===== src/rtl/jtpang_romrd.sv =====
// Single-slot ROM read front-end: turns a level cs/addr request into one SDRAM
// req/ack burst and keeps the last fetched word(s) as a one-entry cache.
module jtpang_romrd #(
    parameter int          DW      = 8,
    parameter int          AW      = 18,
    parameter logic [21:0] OFFSET  = 22'h0,
    parameter bit          OKLATCH = 1'b1
) (
    input  logic          clk,
    input  logic          rst,
    input  logic          slot_cs,
    input  logic [AW-1:0] slot_addr,
    output logic [DW-1:0] slot_dout,
    output logic          slot_ok,
    output logic          sdram_req,
    output logic [21:0]   sdram_addr,
    input  logic          sdram_ack,
    input  logic          data_dst,
    input  logic          data_rdy,
    input  logic [15:0]   data_read
);

    typedef enum logic [2:0] {
        ST_IDLE,
        ST_REQ,
        ST_WAIT,
        ST_WAIT2,
        ST_FILL
    } state_t;

    // Slot address to 16-bit SDRAM word address, wrapping modulo 2^22.
    function automatic logic [21:0] word_addr(input logic [AW-1:0] a);
        logic [21:0] w;
        if (DW == 8)
            w = 22'(a >> 1);
        else if (DW == 32)
            w = 22'({a, 1'b0});
        else
            w = 22'(a);
        return w + OFFSET;
    endfunction

    state_t      state_q, state_d;
    logic        req_q, req_d;
    logic [21:0] addr_q, addr_d;
    logic [15:0] buf0_q, buf0_d;
    logic [15:0] buf1_q, buf1_d;
    logic        valid_q, valid_d;
    logic [21:0] tag_q, tag_d;
    logic [15:0] cw0_q, cw0_d;
    logic [15:0] cw1_q, cw1_d;
    logic        ok_q, ok_d;

    logic [21:0] cur_word;
    logic        hit;
    logic [31:0] cache_data;
    logic [4:0]  lane_sh;

    assign cur_word = word_addr(slot_addr);
    assign hit      = valid_q && (tag_q == cur_word);

    always_comb begin
        // NOTE: every *_d gets its held value first so no path can infer a latch.
        state_d = state_q;
        req_d   = req_q;
        addr_d  = addr_q;
        buf0_d  = buf0_q;
        buf1_d  = buf1_q;
        valid_d = valid_q;
        tag_d   = tag_q;
        cw0_d   = cw0_q;
        cw1_d   = cw1_q;

        case (state_q)
            ST_IDLE: begin
                if (slot_cs && !hit) begin
                    req_d   = 1'b1;
                    addr_d  = cur_word;
                    state_d = ST_REQ;
                end
            end
            ST_REQ: begin
                if (sdram_ack) begin
                    req_d   = 1'b0;
                    state_d = ST_WAIT;
                end
            end
            ST_WAIT: begin
                if (data_dst) begin
                    buf0_d  = data_read;
                    state_d = (DW == 32) ? ST_WAIT2 : ST_FILL;
                end
            end
            ST_WAIT2: begin
                if (data_rdy) begin
                    buf1_d  = data_read;
                    state_d = ST_FILL;
                end
            end
            ST_FILL: begin
                valid_d = 1'b1;
                tag_d   = addr_q;
                cw0_d   = buf0_q;
                cw1_d   = buf1_q;
                state_d = ST_IDLE;
            end
            default: state_d = ST_IDLE;
        endcase

        // Look at the cache as it will be after this edge, so ok rises together with the fill.
        ok_d = slot_cs && valid_d && (tag_d == cur_word);
    end

    always_ff @(posedge clk) begin
        if (rst) begin
            state_q <= ST_IDLE;
            req_q   <= 1'b0;
            addr_q  <= '0;
            buf0_q  <= '0;
            buf1_q  <= '0;
            valid_q <= 1'b0;
            tag_q   <= '0;
            // NOTE: the cache data words are reset as well, so slot_dout reads zero out of reset.
            cw0_q   <= '0;
            cw1_q   <= '0;
            ok_q    <= 1'b0;
        end else begin
            state_q <= state_d;
            req_q   <= req_d;
            addr_q  <= addr_d;
            buf0_q  <= buf0_d;
            buf1_q  <= buf1_d;
            valid_q <= valid_d;
            tag_q   <= tag_d;
            cw0_q   <= cw0_d;
            cw1_q   <= cw1_d;
            ok_q    <= ok_d;
        end
    end

    assign cache_data = {cw1_q, cw0_q};

    always_comb begin
        lane_sh = '0;
        if (DW == 8)
            lane_sh = {1'b0, slot_addr[0], 3'b000};
        slot_dout = DW'(cache_data >> lane_sh);
    end

    assign slot_ok    = OKLATCH ? ok_q : (slot_cs && hit);
    assign sdram_req  = req_q;
    assign sdram_addr = addr_q;

endmodule


===== config.mk =====
export PLATFORM = sky130hd
export DESIGN_NAME = jtpang_romrd
export DESIGN_NICKNAME = d
export VERILOG_FILES = /design/src/rtl/jtpang_romrd.sv
export SDC_FILE = /design/constraint.sdc
export NUM_CORES = 1
export LEC_CHECK = 0
export CORE_MARGIN = 5
export CORE_UTILIZATION = 45
export CTS_CLUSTER_DIAMETER = 30
export DETAILED_ROUTE_END_ITERATION = 10
export PLACE_DENSITY = 0.86
export SKIP_LAST_GASP = 1
export SYNTH_ARGS = -nofsm -noshare
export SYNTH_HDL_FRONTEND = slang
export SYNTH_SLANG_ARGS = --single-unit

===== constraint.sdc =====
create_clock -name clk -period 2.01 [get_ports clk]
set_clock_uncertainty 0.2 [all_clocks]
set_input_delay 0.201 -clock clk [delete_from_list [all_inputs] [get_ports clk]]
set_output_delay 0.201 -clock clk [all_outputs]
set_load 0.02 [all_outputs]

== Word level (Yosys, flattened, before mapping) ==
Index checks and enable logic that the tools add are counted.
Storage, ports and cells
  RAM bits: 0
  flip-flop bits (word level): 109
  memories kept: 0
  output and inout port bits: 32
  bits in latches: 0
  bits in read-only memories: 0
Operators by class
  multiplexer cells: 10
  reductions and logical operators: 12
  div/mod/pow operators: 0
  order comparisons: 0
  $mul: 0
  equal/unequal tests: 10
  shift operators: 1
  add/subtract/negate cells: 0
  bitwise operators: 0
Operators with widths (number)
  $eq 22x17->1: 2
  $shr 32x4->8: 1
  $mux 22: 1
  $mux 3: 4
  $pmux 3 s4: 1
  $ne 2x2->1 const B: 4
  $eq 3x2->1 const B: 2
  $reduce_and 2->1: 3
  $logic_and 1x1->1: 4
  $reduce_and 4->1: 1
  $eq 3x1->1 const B: 1
  $eq 3x3->1 const B: 1
  $logic_not 3->1: 1
  $mux 1: 3
  $reduce_and 3->1: 1
  $pmux 1 s2: 1
  $reduce_bool 2->1: 1
  $logic_not 1->1: 1

== Depth between registers and ports, before layout ==
  word-level depth: 6
  depth in mapped cells: 9

== Least setup slack after synthesis ==
Ideal clock, no wire load.
  kind: reg-to-reg
  start point: register tag_q[8]
  end point: register addr_q[10], in the netlist sdram_addr[10]
  path buffers: 2
  cell stages (with the launch flop): 9
  slack: -0.025 ns
  data arrival time: 1.710 ns
  cells stage by stage: dfxtp_1 -> xor2_1 -> or4_4 -> nor4_2 -> a31oi_1 -> buf_6 -> buf_12 -> mux2i_1 -> nor2_1
On the way
  cells in the longest elaborated chain, start to end: 5
Ends and longest elaborated chain
  start: declaration: line 49  | logic [21:0] tag_q, tag_d;
  start signal: assignment: line 134  | tag_q <= tag_d;
  $eq 22x17->1: line 60  | assign hit = valid_q && (tag_q == cur_word);
  $logic_and 1x1->1: line 60
  $logic_not 1->1: line 76  | if (slot_cs && !hit) begin
  $logic_and 1x1->1: line 76
  $reduce_and 2->1 (no line)
  end signal: assignment: line 130  | addr_q <= addr_d;
  end: declaration: line 45  | logic [21:0] addr_q, addr_d;
Every way passes these cells.
A chain may end at the register's enable or synchronous reset.

== Worst setup path in the final report ==
  start point: register state_q[2]
  end point: register ok_q, in the netlist slot_ok
On the way
  cells in the longest elaborated chain, start to end: 4
Ends and longest elaborated chain
  start: declaration: line 43  | state_t state_q, state_d;
  start signal: assignment: line 128  | state_q <= state_d;
  $eq 3x3->1 *: line 74  | case (state_q)
  $mux 22 or $mux 1 (tied branches): line 74
  $eq 22x17->1 or $logic_and 1x1->1 (tied branches): line 111  | ok_d = slot_cs && valid_d && (tag_d == cur_word);
  $logic_and 1x1->1 *: line 111
  end signal: assignment: line 137  | ok_q <= ok_d;
  end: declaration: line 52  | logic ok_q, ok_d;
Mark *: on every way between the ends. The rest lies on a longest branch, timed or not.

==> impl_results.md <==
- Status: finished with violations
- Failing checks: setup timing
- Total grt overflow: 0
- Most frequent cell after synthesis: nand2_1
- Max-Cap Viols: 0
- Final Core Density: 64.07%
- Post-synthesis adder-cell area fraction: 0%
- Critical path's slowest cell: or4_1
- Worst Path Max Fanout: 10
- Detailed Place HPWL: between 6000 and 7000 um
- Post-synthesis simple-gate area fraction: 19.71%
- Total Die Area: 9418 um2
- Vias in the first global route: 3043
- Ys Warns: 0
- Synth area leaders: dfxtp_1 45%, nand2_1 9.4%, mux2i_1 7.6%
- Final worst-path cycle share: 106.0%
- Worst Hold Class: input pin to flip-flop
- Crit. End Element: flip-flop
- DR WL/cell: 14.21 um
- Area leader, netlist: dfxtp_1
- Number of routed nets with antenna violations: 0
- Reg2reg setup slack: -120 ps
- Max-slew violations: 0
- Multi-input logic area: 1725 um2
- Die Wd: about 97 um
- Avg Cell Area, Syn: 8.610 um2
- First-pass GRT wire length: 13970 um
- Commonest cells post-synth: 85 x nand2_1, 77 x dfxtp_1, 44 x a21oi_1
- CTS tree: built
- Netlist cell types: 47
- Total track usage: between 10% and 20%
- Fmax achieved: 469.3 MHz
- CP arrival: 2220 ps
- CP Data Required Time: between 2000 and 2500 ps
- Hold Startpoint: data_read[2]
- Cells along the critical path: or3b_4, buf_12, or4_1, a21oi_1, o2111a_1
- Reg2reg end: slot_ok
- CTS Buf Count: 9
- Register Area: 1545 um2
- Flops & latches, synth: 77
- Via Count: 3068
- Initial DRC count: between 100 and 150
- Largest family of logic cells by synthesized area: simple AND/OR/NAND/NOR gates
- H-Tree Level Count: 3
- Vias/cell: approximately 5
- Min-Delay Endpoint: buf0_q[2]
- Worst hold slack: 177.6 ps
- Sequential share of the synthesized area: 45.21%
- Initial antenna violation count: 0
- Setup Viol. Count Final: 18
- Synth Cell Area: 3410 um2
- FFs w/ async S/R, synth: 0%
- Worst r2r src: state_q[2]
- CTS max path bufs: 2
- Critical path class: flip-flop to flip-flop
- Sink Count: just under 80
- Leakage power: 1.854 nW
- CTS clk-pin slew, worst paths: approximately 90 ps
- Core area: 7331 um2
- Top_reg_cell synth: dfxtp_1
- R2R cell count: 5
- Post-synth EDFFs: 0
- DRC Markers: 0
- Ant. Diodes: 0
- Post-Synthesis Cells: between 300 and 400
- Largest net degree at the start of global routing: 73
- Starting Density: 46.51%
- Worst skew pair latency: roughly 350 ps
- Worst-Margin Slew: approximately 730 ps
- Die Y-Extent: 97.05 um
- Area grow syn2layout: 37.76%
- Drt first pass iters: 5
- Hold Fails Final Rpt: 0
- RSZ-0062 raised after global routing: yes
- Total wire length: 8538 um
- Nets: 537
- PortBufs: 66
- Fillers: 580
- Setup ws final: -120.9 ps
- Critical path launch point type: flip-flop
- Rows: 31
- Xor/xnor share of the synthesized area: under 10%
- Hold path depth: 3
- GP Congestion: 0.9255
- Top Ports: 72
- Post-synthesis mux area share: roughly 10%
- Final min period: between 2000 and 2500 ps
- P per Cell Area: 702.9 nW/um2
- Max_slew headroom: 51.32%
- Hold Buf Count CTS: 0
- CP peak stage delay: 520 ps
- Complex-gate fraction of the synthesized area: 12.26%
- Root buf cell: clkbuf_8
- Synth top area share: a little under half
- Peak VDD IR: 0.4160 mV
- Share of layout cells above drive strength 1: 18.53%
-- flip-flops by register name, summed over array words and instances (netlist names) --
| signal | flops |
|---|---|
| buf0_q | 16 |
| cw0_q | 16 |
| sdram_addr | 17 |
| sdram_req | 1 |
| slot_ok | 1 |
| state_q | 3 |
| tag_q | 22 |
| valid_q | 1 |
-- critical path, delay by kind of cell, from the launching register on --
family | cells | cell delay [ps]
simple gates | 2 | 950
compound gates | 2 | 390
flops | 1 | 360
buf+inv | 1 | 170
-- cells by family after synthesis --
family / Yosys count
mux: 34
compound gates: 71
xor+xnor: 21
simple gates: 150
buf+inv: 42
other cells: 1
flops: 77
-- per-stage QoR --
step                      cell area, um2  setup TNS, ps  total power [mW]  setup WS (ps)  cells
after floorplan                     3426         -121.3             1.877         -15.16    400
after global placement              4410          -8792             2.098         -419.9    583
after detailed placement            4410         -10040             2.110         -522.4    583
after CTS                           4637          -1097             3.300         -119.3    600
after global routing                4697          -2346             3.421         -196.6    601
final                               4697         -928.6             3.301         -120.9    601
-- metal layers --
layer  routed length, um  part of all wire (%)  vias to the layer above  track usage [%]
met2                4176                    49                       95            30.52
met5                   0                     0                        -                0
li1                    -                     -                     1523                -
met4                 214                   2.5                        0            7.451
met1                3635                    43                     1424            21.25
met3                 512                   6.0                       26            4.101
-- timing repair --
action	CTS	global route
buffers inserted	1	1
hold endpoints to repair	0	0
resized for setup	16	12
pin swaps	1	6
endpoints found under the setup margin	28	20
-- cell type report --
type | count | share of cell area [%]
sequential | 77 | 32.90
clock inverter | 7 | 1.705
tap | 99 | 2.637
inverter | 15 | 1.199
timing repair buffer | 113 | 22.19
clock buffer | 9 | 2.637
multi-input combinational | 281 | 36.73
-- report_power, final --
part | leakage (nW) | internal, mW | total [mW] | switching (mW)
sequential | 0.625 | 1.56 | 1.60 | 0.0385
combinational | 1.13 | 0.258 | 0.492 | 0.234
clock | 0.0968 | 0.588 | 1.21 | 0.619
-- layout by cell type, fill, tap and decap left out, drive strengths merged, types with 5 or more instances in the layout --
cell	Yosys	routed
nor2	34	34
dlygate4sd2	0	9
inv	15	18
and2	6	6
clkdlybuf4s50	0	56
a21oi	44	44
dfxtp	77	77
xnor2	13	13
buf	11	48
mux2i	26	26
o22ai	7	7
o21ai	5	5
mux2	8	8
clkbuf	15	9
xor2	8	8
nand2	85	85
conb	1	5
-- worst max path at each step --
stage | start | end | slack, ps | cells after the start
finish | state_q[2] | slot_ok | -120 | 5
CTS | state_q[1] | slot_ok | -120 | 8
detailed placement | slot_addr[5] | sdram_addr[2] | -520 | 8
global placement | slot_addr[5] | sdram_addr[8] | -420 | 8
global route | state_q[0] | slot_ok | -200 | 8
floorplan | tag_q[8] | sdram_addr[10] | -20 | 8
No activity file was read; power rests on OpenSTA's default activity.
